[src/rtl/cont_serializer_if.sv]
// Handshake bundle between a wide producer, the serializer and a narrow consumer.
// The serializer takes the slave side; whoever drives words and accepts beats takes master.
interface cont_serializer_if #(
  parameter int WIDTH = 128,
  parameter int BEAT  = 32
);
  localparam int NBEATS = WIDTH / BEAT;
  localparam int IDX_W  = $clog2(NBEATS);

  // valid/ready: a transfer happens on a rising edge where both are 1; a
  // sender holding valid keeps its payload stable until ready is seen.
  logic             in_valid;
  logic             in_ready;
  logic [WIDTH-1:0] in_data;
  logic             out_valid;
  logic             out_ready;
  logic [BEAT-1:0]  out_data;
  logic             out_cont;
  logic [IDX_W-1:0] out_idx;
  logic             dbg_state;

  modport slave (
    input  in_valid, in_data, out_ready,
    output in_ready, out_valid, out_data, out_cont, out_idx, dbg_state
  );

  modport master (
    output in_valid, in_data, out_ready,
    input  in_ready, out_valid, out_data, out_cont, out_idx, dbg_state
  );
endinterface

[src/rtl/cont_serializer.sv]
// Splits WIDTH-bit words into NBEATS narrow beats, LSB first, with a
// continuation flag on every beat except the last of each word.
module cont_serializer #(
  parameter int WIDTH = 128,
  parameter int BEAT  = 32
) (
  input logic            clk,
  input logic            rst_n,
  cont_serializer_if.slave bus
);
  localparam int NBEATS = WIDTH / BEAT;
  localparam int IDX_W  = $clog2(NBEATS);
  localparam logic [IDX_W-1:0] LAST_IDX = IDX_W'(NBEATS - 1);

  typedef enum logic {
    IDLE = 1'b0,
    SEND = 1'b1
  } state_t;

  state_t           state_q, state_d;
  logic [WIDTH-1:0] buf_q, buf_d;
  logic [IDX_W-1:0] idx_q, idx_d;
  logic             last_beat;
  logic             in_ready_c;

  assign last_beat  = (idx_q == LAST_IDX);
  // The only combinational input-to-output path: out_ready opens the input on the last beat.
  assign in_ready_c = (state_q == IDLE) || (last_beat && bus.out_ready);

  always_ff @(posedge clk or negedge rst_n) begin
    if (!rst_n) begin
      state_q <= IDLE;
      buf_q   <= '0;
      idx_q   <= '0;
    end else begin
      state_q <= state_d;
      buf_q   <= buf_d;
      idx_q   <= idx_d;
    end
  end

  always_comb begin
    state_d = state_q;
    buf_d   = buf_q;
    idx_d   = idx_q;
    case (state_q)
      IDLE: begin
        if (bus.in_valid) begin
          state_d = SEND;
          buf_d   = bus.in_data;
          idx_d   = '0;
        end
      end
      SEND: begin
        if (bus.out_ready) begin
          if (!last_beat) begin
            idx_d = idx_q + 1'b1;
          end else if (bus.in_valid) begin
            buf_d = bus.in_data;
            idx_d = '0;
          end else begin
            state_d = IDLE;
          end
        end
      end
      default: state_d = IDLE;
    endcase
  end

  always_comb begin
    bus.in_ready  = in_ready_c;
    bus.out_valid = 1'b0;
    bus.out_data  = '0;
    bus.out_cont  = 1'b0;
    bus.out_idx   = '0;
    bus.dbg_state = state_q;
    if (state_q == SEND) begin
      bus.out_valid = 1'b1;
      bus.out_data  = buf_q[int'(idx_q)*BEAT +: BEAT];
      bus.out_cont  = !last_beat;
      bus.out_idx   = idx_q;
    end
  end
endmodule

[src/flat_wrapper.sv]
// flat-port wrapper written by rule: the top's interface ports become plain ports
module cont_serializer_flat 
#(
  parameter int WIDTH = 128,
  parameter int BEAT  = 32
)
  (clk, rst_n, bus_in_valid, bus_in_data, bus_out_ready, bus_in_ready, bus_out_valid, bus_out_data, bus_out_cont, bus_out_idx, bus_dbg_state);
  cont_serializer_if #(.WIDTH(WIDTH), .BEAT(BEAT)) bus_i ();
  input logic clk;
  input logic rst_n;
  input wire logic [$bits(bus_i.in_valid)-1:0] bus_in_valid;
  input wire logic [$bits(bus_i.in_data)-1:0] bus_in_data;
  input wire logic [$bits(bus_i.out_ready)-1:0] bus_out_ready;
  output wire logic [$bits(bus_i.in_ready)-1:0] bus_in_ready;
  output wire logic [$bits(bus_i.out_valid)-1:0] bus_out_valid;
  output wire logic [$bits(bus_i.out_data)-1:0] bus_out_data;
  output wire logic [$bits(bus_i.out_cont)-1:0] bus_out_cont;
  output wire logic [$bits(bus_i.out_idx)-1:0] bus_out_idx;
  output wire logic [$bits(bus_i.dbg_state)-1:0] bus_dbg_state;
  assign bus_i.in_valid = bus_in_valid;
  assign bus_i.in_data = bus_in_data;
  assign bus_i.out_ready = bus_out_ready;
  assign bus_in_ready = bus_i.in_ready;
  assign bus_out_valid = bus_i.out_valid;
  assign bus_out_data = bus_i.out_data;
  assign bus_out_cont = bus_i.out_cont;
  assign bus_out_idx = bus_i.out_idx;
  assign bus_dbg_state = bus_i.dbg_state;
  cont_serializer #(.WIDTH(WIDTH), .BEAT(BEAT)) u_core (.clk(clk), .rst_n(rst_n), .bus(bus_i));
endmodule
[config.mk]
export PLATFORM = sky130hd
export DESIGN_NAME = cont_serializer_flat
export DESIGN_NICKNAME = d
export VERILOG_FILES = /design/src/rtl/cont_serializer_if.sv /design/src/rtl/cont_serializer.sv /design/src/flat_wrapper.sv
export SDC_FILE = /design/constraint.sdc
export NUM_CORES = 1
export LEC_CHECK = 0
export ABC_AREA = 1
export ABC_CLOCK_PERIOD_IN_PS = 3900
export BUFFER_PORTS_ARGS = -buffer_cell sky130_fd_sc_hd__buf_2
export CAP_MARGIN = 20
export CORE_MARGIN = 8
export CORE_UTILIZATION = 58
export DETAILED_ROUTE_END_ITERATION = 12
export PLACE_DENSITY = 0.86
export SKIP_CTS_REPAIR_TIMING = 1
export SLEW_MARGIN = 20
export SYNTH_ARGS = -nofsm -noshare
export SYNTH_HDL_FRONTEND = slang
export SYNTH_SLANG_ARGS = --single-unit
[constraint.sdc]
create_clock -name clk -period 3.9 [get_ports clk]
set_input_delay 0.195 -clock clk [delete_from_list [all_inputs] [get_ports clk]]
set_output_delay 0.195 -clock clk [all_outputs]
set_load 0.01 [all_outputs]
== After elaboration in Yosys (flattened, before gate mapping) ==
Cells that the tools add are included.

* Register bits after elaboration: 131
* Bits of input ports: 132
* Output and inout port bits: 38
* Logic and storage cells: 29

* $add $sub $neg: 1
* Eq/ne operators: 3
* Shift-type cells: 1
* Mux-type cells: 16
* Bitwise gates (word level): 1
* Reduce and logical (&&, ||, !) cells: 4

{| class="wikitable"
|+ Operator list
! cell !! count
|-
| $mux 128 || 3
|-
| $pmux 128 s2 || 1
|-
| $shiftx 128x8->32 || 1
|-
| $mux 32 || 1
|-
| $mux 2 || 4
|-
| $mux 1 || 5
|-
| $ne 2x2->1 const B || 2
|-
| $pmux 2 s2 || 1
|-
| $add 2x1->2 const B || 1
|-
| $eq 2x2->1 const B || 1
|-
| $pmux 1 s2 || 1
|-
| $reduce_and 2->1 || 1
|-
| $logic_and 1x1->1 || 1
|-
| $logic_not 1->1 || 1
|-
| $logic_or 1x1->1 || 1
|-
| $not 1->1 || 1
|}

== Logic depth before layout (Yosys ltp) ==
Gate-level depths: netlist of run 1.

* Depth in word-level cells: 4
* Mapped depth: 8
* Mapped depth without buffers: 7

== Worst setup path after synthesis of run 1 ==
OpenSTA, ideal clock, no wires.

* Path type: register -> register
* From: register u_core.idx_q[0]
* To: register u_core.buf_q[116]
* Library setup time: 0.122 ns
* Data arrival time: 1.229 ns
* Required time: 3.778 ns
* Setup slack: 2.549 ns
* Stages on the path, launching flop included: 8
* Path buffers: 2
* Clock period less this slack: 1.351 ns
* Path through: dfrtp_1 -> ha_1 -> inv_1 -> nand2_2 -> nand3_4 -> buf_6 -> clkbuf_2 -> o21ai_1

* Longest elaborated chain between the ends: 3

{| class="wikitable"
|+ Ends and longest elaborated chain
! item !! line !! RTL
|-
| start: declaration || cont_serializer.sv:22 || <nowiki>logic [IDX_W-1:0] idx_q, idx_d;</nowiki>
|-
| start signal: assignment || cont_serializer.sv:38 || <nowiki>idx_q <= idx_d;</nowiki>
|-
| $eq 2x2->1 || cont_serializer.sv:26 || <nowiki>assign last_beat = (idx_q == LAST_IDX);</nowiki>
|-
| $ne 2x2->1 (no source line) || - ||
|-
| $reduce_and 2->1 (no source line) || - ||
|-
| end signal: assignment || cont_serializer.sv:37 || <nowiki>buf_q <= buf_d;</nowiki>
|-
| end: declaration || cont_serializer.sv:21 || <nowiki>logic [WIDTH-1:0] buf_q, buf_d;</nowiki>
|}

Every way passes these cells.
A chain may end at the register's enable or synchronous reset.

== Final worst setup path of run 1 ==
* From: register u_core.idx_q[1]
* To: output port bus_out_data[0]

* Longest elaborated chain between the ends: 2

{| class="wikitable"
|+ Ends and longest elaborated chain
! item !! line !! RTL
|-
| $shiftx 128x8->32 || cont_serializer.sv:79 || <nowiki>bus.out_data = buf_q[int'(idx_q)*BEAT +: BEAT];</nowiki>
|-
| $mux 32 || cont_serializer.sv:77 || <nowiki>if (state_q == SEND) begin</nowiki>
|-
| end: declaration || flat_wrapper.sv:16 || <nowiki>output wire logic [$bits(bus_i.out_data)-1:0] bus_out_data;</nowiki>
|}

Every way passes these cells.

==> flow_metrics.tcl, run 1 <==
set metrics [dict create \
    drive_gt1_share_pct 18.7 \
    routedWlPerCell_um 13.1 \
    yosysSeqAreaShare_pct 47.9 \
    design_power_total_mw 6.81 \
    ff2ff_setup_slack_ns 1.49 \
    ioPinCount 170 \
    finClkSkew_ns 0.00480 \
    rsz0062_at_grt "false" \
    reg2reg_depth 6 \
    ant_nets 0 \
    cp-end-kind "output port" \
    worstPathRequired_ns 3.70 \
    pre_cts_ws_ns 1.47 \
    coreArea_um2 11500 \
    r2r-start "u_core.idx_q[0]" \
    grt_use_total_pct 21.3 \
    gp_congestion 0.829 \
    start_util_pct 59.7 \
    finalHoldViolations 0 \
    crit_path_cell_trace "clkinv_1 > nand3_1 > a21oi_1 > buf_2" \
    min_path_type "primary input to flop" \
    critPathBufInv 2 \
    r2r-end "u_core.buf_q[110]" \
    cts_made_buffers 17 \
    synthCells 949 \
    slowest_delay_ns 1.03 \
    syn_nets 1083 \
    cap_violations 0 \
    worst_slack_ns 0.792 \
    clk_latency_ns 0.41 \
    report.final.slew_viol_count 0 \
    ys_ff_latch 131 \
    overflow 0 \
    path_max_fanout 32 \
    die_height_um 125 \
    p_leak_nw 4.94 \
    port_buffers 169 \
    grt_pass1_vias 5932 \
    finalWorstPathRequiredPeriod_ns 3.11 \
    rows 39 \
    cts_tree "done" \
    peakVddDrop_mv 0.549 \
    min_from "bus_in_data[7]" \
    dp_hpwl_um 11200 \
    min_path_cells 3 \
    syn_area_um2 6840 \
    vias_per_cell 4.85 \
    setup_viol 0 \
    dr_total_vias 6049 \
    worstPathArrival_ns 2.91 \
    die_w_um 125 \
    tns_ns 0 \
    cts.path.max_buffers 2 \
    drt-total-wl_um 16400 \
    syn_area_per_cell_um2 7.21 \
    drtIter0Drc 523 \
    nets 1226 \
    cp_slowest_cell "clkinv_1" \
    status "completed" \
    syn2layout_area_growth_pct 19.5 \
    max_freq_mhz 322 \
    yosys_warnings 0 \
    antennaDiodeCount 0 \
    drc 0 \
    slew_headroom_pct 29.3 \
    period_share_pct 79.7 \
    cts-root-buf "clkbuf_16" \
    first_pass_iters 5 \
    path_clk_slew_ns 0.05 \
    path_class "flop to output port" \
    power_density_nw_per_um2 833 \
    cp_top_family "buffers and inverters" \
    tightest_slew_ns 1.05 \
    grt_pass1_wl_um 27400 \
    cts.sinks 131 \
    cts_max_level 4 \
    die-area_um2 15500 \
    startpoint_type "flop" \
    holdPathEnd "u_core.buf_q[7]" \
    grt_max_degree 121 \
    synth_cell_type_count 17 \
    antenna_found_initial 0 \
]
[how the worst max path moves through the flow]
stage,startpoint,to,slack (ns),cells past startpoint
after floorplan,u_core.idx_q[0],u_core.buf_q[116],2.55,7
after detailed placement,u_core.idx_q[0],bus_out_data[31],1.47,5
after CTS,u_core.idx_q[0],bus_out_data[0],0.93,5
after global routing,u_core.idx_q[1],bus_out_data[0],0.63,4
final,u_core.idx_q[1],bus_out_data[0],0.79,4
after global placement,u_core.idx_q[0],bus_out_data[0],1.46,5
[where the power goes]
group,leakage [nW],internal (mW),switching [mW]
Clock,0.288,1.05,0.536
Sequential,1.64,2.05,0.473
Combinational,3.01,1.08,1.62
[metal layers]
layer / part of all wire [%] / vias up / track usage (%) / wire length (µm)
met5: 0 / - / 0 / 0
met4: 1.1 / 0 / 6.66 / 187
met3: 5.9 / 15 / 5.83 / 963
met2: 51 / 207 / 36.8 / 8370
met1: 42 / 2750 / 25.2 / 6840
li1: - / 3077 / - / -
[cell usage in the layout (no fill, tap or decap)]
cell type and n:
clkbuf_16 17, nand3_1 68, nand3_4 1, nand2_2 2
dfrtp_2 1, dlygate4sd3_1 1, dfrtp_1 130, buf_4 6
buf_12 2, a21oi_1 33, clkinv_1 1, clkinv_2 2
buf_2 168, nand2_1 265, inv_2 1, clkbuf_8 3
nor2_1 1, ha_1 2, inv_1 263, o21ai_1 31
bufinv_16 3, clkbuf_1 6, o21ai_0 97
[final cells by class]
| type | instances | area [µm²] |
|---|---|---|
| fill | 923 | 3290 |
| sequential | 131 | 3280 |
| multi-input combinational | 500 | 2200 |
| inverter | 265 | 995 |
| timing repair buffer | 177 | 936 |
| clock buffer | 26 | 489 |
| tap | 143 | 179 |
| clock inverter | 5 | 100 |
[synthesized netlist by cell type]
library cell / number / area, µm²
a21oi_1: 33 / 165
buf_1: 4 / 15.0
buf_2: 16 / 80.1
buf_4: 7 / 52.6
buf_6: 16 / 180
clkbuf_1: 5 / 18.8
clkbuf_2: 5 / 25.0
dfrtp_1: 131 / 3280
ha_1: 2 / 25.0
inv_1: 265 / 995
nand2_1: 265 / 995
nand2_2: 2 / 12.5
nand3_1: 68 / 340
nand3_4: 1 / 17.5
nor2_1: 1 / 3.75
o21ai_0: 97 / 485
o21ai_1: 31 / 155
[cells by family after synthesis]
kind of cell | Yosys count | synth area share (%)
adders and majority gates | 2 | 0.366
AOI/OAI and AO/OA | 161 | 11.8
DFF | 131 | 47.9
and+or+nand+nor | 337 | 20.0
buffers and inverters | 318 | 20.0
[registers in the layout, indices dropped and copies added (netlist names)]
signal,cells
u_core.buf_q,128
u_core.idx_q,2
u_core.bus.dbg_state,1
[per-stage QoR]
stage	std cells	instance area, µm²	util, %	hold slack [ns]
after detailed placement	1215	7580	66.1	0.291
after global placement	1215	7580	66.1	0.285
after CTS	1246	8170	71.2	-0.144
after floorplan	949	6840	-	-0.101
final	1247	8180	71.3	0.0167
after global routing	1247	8180	71.3	0.0143
[worst register-to-register path, stage by stage (launching register included)]
cell and delay, ns:
dfrtp_2 0.92, ha_1 0.27, inv_1 0.05, nand2_2 0.10
nand3_4 0.30, buf_12 0.35, o21ai_0 0.33
Power figures use the tool's default switching activity.
==> run 2: changes to the inputs <==
--- a/config.mk
+++ b/config.mk
@@ -6,13 +6,13 @@
 export NUM_CORES = 1
 export LEC_CHECK = 0
 export ABC_AREA = 1
-export ABC_CLOCK_PERIOD_IN_PS = 3900
+export ABC_CLOCK_PERIOD_IN_PS = 3100
 export BUFFER_PORTS_ARGS = -buffer_cell sky130_fd_sc_hd__buf_2
 export CAP_MARGIN = 20
 export CORE_MARGIN = 8
-export CORE_UTILIZATION = 58
+export CORE_UTILIZATION = 54
 export DETAILED_ROUTE_END_ITERATION = 12
-export PLACE_DENSITY = 0.86
+export PLACE_DENSITY = 0.81
 export SKIP_CTS_REPAIR_TIMING = 1
 export SLEW_MARGIN = 20
 export SYNTH_ARGS = -nofsm -noshare
==> constraint.sdc (replaced) <==
create_clock -name clk -period 3.1 [get_ports clk]
set_input_delay 0.155 -clock clk [delete_from_list [all_inputs] [get_ports clk]]
set_output_delay 0.155 -clock clk [all_outputs]
set_load 0.01 [all_outputs]
==> flow_metrics.tcl, run 2 (same netlist as run 1, synthesis figures left out) <==
set metrics [dict create \
    status "complete, but fails checks" \
    violations "hold timing" \
    rows 41 \
    final_area_um2 8410 \
    wl_met1_um 7410 \
    worstPathArrival_ns 2.27 \
    fill_cells 1111 \
    die_w_um 129 \
    path_max_fanout 22 \
    startpoint_type "flop" \
    drtIter0Drc 483 \
    top_register "u_core.buf_q" \
    ioPinCount 170 \
    overflow 0 \
    layout_commonest_cell "nand2_1" \
    start_util_pct 54.7 \
    layout_common_cells "265 x nand2_1, 264 x inv_1, 168 x buf_2, 130 x dfrtp_1, 97 x o21ai_0" \
    route.met3.wl_um 1100 \
    coreArea_um2 12500 \
    p_leak_nw 5.02 \
    dr_total_vias 6121 \
    cts.path.max_buffers 2 \
    worstPathRequired_ns 2.94 \
    nets 1253 \
    tns_ns 0 \
    min_path_type "primary input to flop" \
    grt_pass1_vias 5789 \
    fin_hold_ws_ns -0.0203 \
    largest_register_ffs 128 \
    top_layer_used "met5" \
    drt-total-wl_um 17000 \
    syn2layout_area_growth_pct 22.9 \
    die_height_um 129 \
    finalHoldViolations 22 \
    clk_latency_ns 0.41 \
    grt_use_total_pct 20.9 \
    antenna_found_initial 1 \
    cap_violations 0 \
    cts_tree "done" \
    max_freq_mhz 413 \
    path_clk_slew_ns 0.05 \
    report.final.slew_viol_count 0 \
    tightest_slew_ns 0.782 \
    power_density_nw_per_um2 992 \
    ant_nets 0 \
    wl_met2_um 8170 \
    dp_hpwl_um 11500 \
    grt_max_degree 136 \
    cp-end-kind "output port" \
    path_class "flop to output port" \
    drive_gt1_share_pct 18.4 \
    drc 0 \
    rsz0062_at_grt "false" \
    cts.sinks 131 \
    first_pass_iters 7 \
    die-area_um2 16500 \
    period_share_pct 78.1 \
    setup_viol 0 \
    antennaDiodeCount 0 \
    cts_made_buffers 17 \
    peakVddDrop_mv 0.543 \
    grt_pass1_wl_um 27600 \
    routedWlPerCell_um 13.0 \
    vias_per_cell 4.70 \
    postPlaceCellArea_um2 7650 \
    slew_headroom_pct 47.8 \
    final_util_pct 67.2 \
    cts_max_level 4 \
    finalWorstPathRequiredPeriod_ns 2.42 \
    finClkSkew_ns 0.00855 \
    cts-root-buf "clkbuf_16" \
    port_buffers 169 \
    gp_congestion 0.862 \
]
[run 2: cell types whose count changed in the layout (fill, tap and decap cells not counted), sizes merged]
cell	previous run	this run
dlygate4sd3	1	26
bufinv	3	0
buf	176	178
clkbuf	26	24
clkinv	3	5
clkinvlp	0	1
inv	264	265
[run 2: path summary, 6_finish.rpt]
kind                                       start                end  slack [ns]  cells after the start
worst max-delay path             u_core.idx_q[1]   bus_out_data[26]        0.68                      5
worst min-delay path              bus_in_data[2]    u_core.buf_q[2]       -0.02                      3
worst max register to register   u_core.idx_q[1]   u_core.buf_q[85]        1.07                      6
worst min register to register  u_core.buf_q[30]   u_core.buf_q[30]        0.48                      2
max in group asynchronous                  rst_n   u_core.buf_q[72]        2.03                      3
min in group asynchronous                  rst_n  u_core.buf_q[116]        0.30                      2
[run 2: final cells by class]
class                      count  area, µm²  area share, %
timing repair buffer         204       1220           14.5
inverter                     265        995           11.8
clock inverter                 6       32.5          0.387
sequential                   131       3280           39.0
clock buffer                  24        472           5.61
tap                          172        215           2.56
multi-input combinational    500       2200           26.2
[run 2: critical path, stage by stage (launching register included)]
cell and delay [ns]:
dfrtp_1 0.63, inv_1 0.40, buf_4 0.35, nand3_1 0.12
a21oi_1 0.18, buf_2 0.17
[run 2: through the flow]
| stage | cells | hold slack (ns) | power, mW | setup WS, ns |
|---|---|---|---|---|
| 2_1_floorplan | 949 | -0.141 | 5.49 | 1.75 |
| 3_3_place_gp | 1246 | 0.164 | 6.49 | 1.12 |
| 3_5_place_dp | 1246 | 0.164 | 6.60 | 1.11 |
| 4_1_cts | 1276 | -0.274 | 8.37 | 0.673 |
| 5_1_grt | 1302 | 0.000224 | 9.10 | 0.498 |
| 6_report | 1302 | -0.0203 | 8.34 | 0.679 |
[run 2: power breakdown]
group          internal [mW]  total (mW)  switching [mW]
Sequential              2.58        3.12           0.545
Combinational           1.39        3.49            2.10
Clock                   1.05        1.73           0.684
Total                   5.02        8.34            3.33
[run 2: per-layer routing]
metal / vias up / track usage, %
met5: - / 0
met4: 2 / 7.74
met3: 23 / 5.25
met2: 213 / 33.5
met1: 2763 / 27.0
li1: 3120 / -
